### src/rtl/mixcolumn_stream.sv
// ---------------------------------------------------------------------------
// mixcolumn_stream -- byte-serial MixColumns engine, LANES columns in parallel
//
// Each lane receives one state column as four beats (row 0..3). It folds each
// beat's GF(2^8) partial products into an accumulator bank. A finished column
// moves to an output bank, and the output bank streams b_0..b_3 back out. The
// two banks let the next column fill while the previous one drains.
//
// Ports:
//   clk        clock, rising edge
//   rst_n      synchronous active-low reset
//   in_valid   input beat valid
//   in_ready   engine can take an input beat (register-only: !acc_full)
//   din        8*LANES, lane k at [8k+7:8k], beat j carries row a_j
//   inv        1 = InvMixColumns, sampled on beat 0 of each column
//   out_valid  output beat valid
//   out_ready  downstream accepts output beat
//   dout       8*LANES, beat j carries b_j (muxed from bank registers only)
//   out_last   high with beat 3 of each output column
//
// Build option: MIXCOLUMN_INV_EN compiles in the inverse multipliers. Without
// it only the forward transform exists, and inv is accepted but ignored.
// ---------------------------------------------------------------------------

// Per-lane partial products: the contribution of input row row_i to each of
// the four outputs b_0..b_3.
module mixcolumn_lane (
    input  logic [7:0]      a_i,
    input  logic [1:0]      row_i,
    input  logic            inv_i,
    output logic [3:0][7:0] p_o
);
    function automatic logic [7:0] xt(input logic [7:0] x);
        return {x[6:0], 1'b0} ^ (x[7] ? 8'h1b : 8'h00);
    endfunction

    logic [7:0] m2;
    assign m2 = xt(a_i);

`ifdef MIXCOLUMN_INV_EN
    logic [7:0] m4, m8;
    assign m4 = xt(m2);
    assign m8 = xt(m4);
`else
    logic unused_inv;
    assign unused_inv = inv_i;
`endif

    // b_i collects a_j with the coefficient picked by d = (j - i) mod 4.
    always_comb begin
        logic [1:0] d;
        d   = 2'd0;
        p_o = '0;
        for (int i = 0; i < 4; i++) begin
            d = row_i - 2'(i);
`ifdef MIXCOLUMN_INV_EN
            if (inv_i) begin
                case (d)
                    2'd0:    p_o[i] = m8 ^ m4 ^ m2;   // 0e
                    2'd1:    p_o[i] = m8 ^ m2 ^ a_i;  // 0b
                    2'd2:    p_o[i] = m8 ^ m4 ^ a_i;  // 0d
                    default: p_o[i] = m8 ^ a_i;       // 09
                endcase
            end else
`endif
            begin
                case (d)
                    2'd0:    p_o[i] = m2;             // 02
                    2'd1:    p_o[i] = m2 ^ a_i;       // 03
                    default: p_o[i] = a_i;            // 01
                endcase
            end
        end
    end
endmodule

module mixcolumn_stream #(
    parameter int LANES = 1
) (
    input  logic               clk,
    input  logic               rst_n,
    input  logic               in_valid,
    output logic               in_ready,
    input  logic [8*LANES-1:0] din,
    input  logic               inv,
    output logic               out_valid,
    input  logic               out_ready,
    output logic [8*LANES-1:0] dout,
    output logic               out_last
);
    logic [1:0] in_cnt_q, out_cnt_q;
    logic       acc_full_q, out_valid_q, mode_q, mode_eff;
    logic [LANES-1:0][3:0][7:0] acc_q, obank_q, prod, col;

    logic in_fire, out_fire, out_last_fire, obank_free, load_new, load_held;

    assign in_ready      = !acc_full_q;
    assign in_fire       = in_valid && !acc_full_q;
    assign out_fire      = out_valid_q && out_ready;
    assign out_last_fire = out_fire && (out_cnt_q == 2'd3);
    // The output bank can take a column if it is empty or drains its last beat now.
    assign obank_free    = !out_valid_q || out_last_fire;
    assign load_new      = in_fire && (in_cnt_q == 2'd3) && obank_free;
    assign load_held     = acc_full_q && out_last_fire;

    // Beat 0 uses inv directly so the mode is already right for its products.
    assign mode_eff = (in_cnt_q == 2'd0) ? inv : mode_q;

    for (genvar k = 0; k < LANES; k++) begin : g_lane
        mixcolumn_lane u_lane (
            .a_i   (din[8*k +: 8]),
            .row_i (in_cnt_q),
            .inv_i (mode_eff),
            .p_o   (prod[k])
        );
    end

    // Beat 0 starts a fresh sum. Later beats add into the bank.
    always_comb begin
        col = '0;
        for (int k = 0; k < LANES; k++)
            for (int i = 0; i < 4; i++)
                col[k][i] = ((in_cnt_q == 2'd0) ? 8'h00 : acc_q[k][i]) ^ prod[k][i];
    end

    always_comb begin
        dout = '0;
        for (int k = 0; k < LANES; k++)
            dout[8*k +: 8] = obank_q[k][out_cnt_q];
    end

    assign out_valid = out_valid_q;
    assign out_last  = out_valid_q && (out_cnt_q == 2'd3);

    always_ff @(posedge clk) begin
        if (!rst_n) begin
            in_cnt_q    <= 2'd0;
            out_cnt_q   <= 2'd0;
            acc_full_q  <= 1'b0;
            out_valid_q <= 1'b0;
            mode_q      <= 1'b0;
            acc_q       <= '0;
            obank_q     <= '0;
        end else begin
            if (in_fire) begin
                in_cnt_q <= in_cnt_q + 2'd1;
                acc_q    <= col;
                if (in_cnt_q == 2'd0) mode_q <= inv;
            end
            if (out_fire) out_cnt_q <= out_cnt_q + 2'd1;

            if (load_new) begin
                obank_q     <= col;
                out_valid_q <= 1'b1;
            end else if (load_held) begin
                obank_q     <= acc_q;
                out_valid_q <= 1'b1;
                acc_full_q  <= 1'b0;
            end else if (out_last_fire) begin
                out_valid_q <= 1'b0;
            end

            // Column finished but the output bank is still busy: park it.
            if (in_fire && (in_cnt_q == 2'd3) && !obank_free)
                acc_full_q <= 1'b1;
        end
    end
endmodule
### config.mk
export PLATFORM = sky130hd
export DESIGN_NAME = mixcolumn_stream
export DESIGN_NICKNAME = d
export VERILOG_FILES = /design/src/rtl/mixcolumn_stream.sv
export SDC_FILE = /design/constraint.sdc
export NUM_CORES = 1
export LEC_CHECK = 0
export ABC_AREA = 1
export ABC_CLOCK_PERIOD_IN_PS = 2650
export CAP_MARGIN = 20
export CORE_ASPECT_RATIO = 0.6
export CORE_MARGIN = 8
export CORE_UTILIZATION = 60
export CTS_CLUSTER_DIAMETER = 100
export DETAILED_ROUTE_END_ITERATION = 8
export PLACE_DENSITY = 0.91
export SLEW_MARGIN = 10
export SYNTH_ARGS = -nofsm -noshare
export SYNTH_HDL_FRONTEND = slang
export SYNTH_HIERARCHICAL = 1
export SYNTH_SLANG_ARGS = --single-unit
### constraint.sdc
create_clock -name clk -period 2.65 [get_ports clk]
set_input_delay 0.53 -clock clk [delete_from_list [all_inputs] [get_ports clk]]
set_output_delay 0.53 -clock clk [all_outputs]
set_load 0.01 [all_outputs]
==> results of run 1 <==
placed cells by master (no fill, tap or decap):
cell	instances
ha_1	11
o221ai_1	20
dlymetal6s2s_1	3
nand3_1	35
clkinvlp_4	4
clkbuf_16	9
clkbuf_1	2
buf_4	18
inv_1	100
o211ai_1	9
nor2_1	126
a21oi_2	1
and2_1	3
dfxtp_1	70
a21oi_1	32
nor3_1	1
inv_2	7
nand2_1	295
inv_6	1
nor2_2	2
nand2_2	5
o22ai_1	5
nand3_2	1
o22a_1	1
nand3b_1	23
clkbuf_8	3
or2_0	1
nor2_4	1
clkdlybuf4s50_1	19
buf_12	1
nand2_4	3
o21ai_0	41
or2_1	2
sequential cells by signal, summed over array words and instances (netlist names):
signal / count
acc_full_q: 1
acc_q: 32
in_cnt_q: 2
obank_q: 32
out_cnt_q: 2
out_valid: 1
metrics by stage:
stage / area [µm²] / setup WS, ps / hold WS, ps
finish: 5500 / 75.8 / 488
global route: 5500 / 8.76 / 509
CTS: 5490 / 94.1 / 490
detailed placement: 5160 / 88.8 / 471
global placement: 5160 / 143 / 467
floorplan: 4900 / 687 / 457
worst reg2reg max path, cell delays in order, from the launching register on:
cell      delay (ps)
dfxtp_1          450
inv_1            130
ha_1             330
inv_1            350
nand2_1          270
o221ai_1         310
nand3b_1         150
nand2_1           70
nand2_1           70
nand2_1           60
nor2_1           100
nor2_1            40
layout make-up:
class                   count  area share (%)
repair buffers             41            6.96
flip-flops and latches     70            25.5
multi-input cells         618            52.1
inverters                 110            7.74
well taps                 108            2.46
clock buffers              14            4.98
clock inverters             2           0.273
routing by layer:
layer / up-vias / wire (µm) / global-route usage, %
met1: 2474 / 6020 / 30.7
met4: 0 / 352 / 9.84
li1: 2635 / - / -
met5: - / 0 / 0
met3: 42 / 1360 / 7.18
met2: 246 / 6380 / 42.1
power breakdown:
group | internal (W) | total (W) | switching, W | leakage, nW
Combinational | 0.000251 | 0.000723 | 0.000472 | 2.09
Clock | 0.000711 | 0.00116 | 0.000449 | 0.135
Sequential | 0.00112 | 0.00117 | 0.0000594 | 0.573
worst paths after layout:
| path | cells after the start | slack (ps) | from | end |
|---|---|---|---|---|
| worst min register to register | 2 | 490 | obank_q[7] | obank_q[7] |
| worst max-delay path | 6 | 80 | out_cnt_q[0] | dout[1] |
| worst max register to register | 11 | 210 | in_cnt_q[0] | obank_q[24] |
| worst min-delay path | 2 | 490 | obank_q[7] | obank_q[7] |
repair_timing:
action                                 CTS  global route
setup endpoints to repair                1             4
buffers inserted                         4             0
endpoints found under the hold margin    0             0
gates resized for setup                  1             4
pin swaps                                0             0
==> impl_metrics.ini, run 1 <==
[run_status]
run_status = finished clean

[sta]
worstMarginPinSlew_ps = 616
final.min_clock_period_ps = 2570
fmax_mhz = 388
setup_tns_ps = 0
setup-violations-final = 0
unrepaired_setup_endpoints_after_global_routing = no
relSlewSlack_pct = 58.9
layout_worst_path_cycle_share_pct = 97.1
skew_ps = 5.28
final_max_slew_viol_count = 0
hold_viol = 0

[die]
die_width_um = 133
design.portCount = 24
cell_rows = 25
fp.dieH_um = 86.0
area_of_the_core_um2 = 7880
initial_utilization_pct = 62.1
die_area_um2 = 11400

[clocking]
insertion_delay_ps = 340
numClockSinks = 70
cts_made_buffers = 9
worst_setup_hold_path_clk_slew_ps = 60
cts-htree-levels = 3
post_cts_hold_buffer_count = 0
worst_case_clock_buffer_depth = 2
tritoncts = yes
clk_root_buffer_cell = clkbuf_16

[synthesis]
syn_nets = 862
netlist_instances = 838
syn-mean-instance-area_um2 = 5.84
synthesis.area_um2 = 4900
ys_warn_count = 6

[worst_setup_path]
worst_ep_required_time_ps = 2120
worst-path-buf-inv = 4
critical_path.most_common_cell = buf_4
critical_path.startpoint_type = flip-flop
cp_slowest_cell = clkdlybuf4s50_1
slowest_delay_ps = 600
worst-setup-path-type = reg -> out
end_kind = output port
timing.critical_path.fanout_max = 11
cp_data_arrival_time_ps = 2040
cp_cell_sequence = clkinvlp_4 -> buf_4 -> buf_4 -> nor2_1 -> o22ai_1 -> clkdlybuf4s50_1
critical-path-top-delay-family = buffers and inverters

[placed_design]
gp_congestion = 1.03
place.detailed.hpwl_mm = 9.92
portBuffers = 22
placed_cells = 943

[power]
design_power_total_w = 0.00306
worst_ir_drop_vdd_v = 0.000359
static-leakage-power_nw = 2.80
powerDensity_nw_per_um2 = 556

[grt]
first_pass_grt_wire_length_mm = 23.6
track_usage_pct = 25.4
vias_in_the_first_global_route = 5075
grt.overflow.total = 0
grt_max_degree = 57
antenna_found_initial = 0

[detailed_routing]
dr.pass1.iters = 5
initial_drc_count = 697
routed_wirelength_mm = 14.1
wire_per_inst_um = 14.7
via_per_inst = 5.60
drtAntennaViolNets = 0
post-route-drc-count = 0
routed-via-count = 5397

[hold_path]
timing.hold.worst.class = reg -> reg

[cells_and_area]
multi_input_gate_area_um2 = 2860
synthesis_to_finish_area_growth_pct = 12.3
drive_gt1_share_pct = 6.55
n_fill_cell = 675
final-instance-count-excl-fill = 963
final_net_count = 874
utilization_pct = 69.7
n_antenna_cell = 0
area.sequential_um2 = 1400

[flow_run]
count_of_max_cap_constraint_violations = 0
Note: power is estimated with default switching activity, not from simulation.
==> run 2: changes to the inputs <==
- SLEW_MARGIN: 10 -> not set
==> results of run 2 <==
No change in the layout: final DEF, timing and power equal those of run 1.
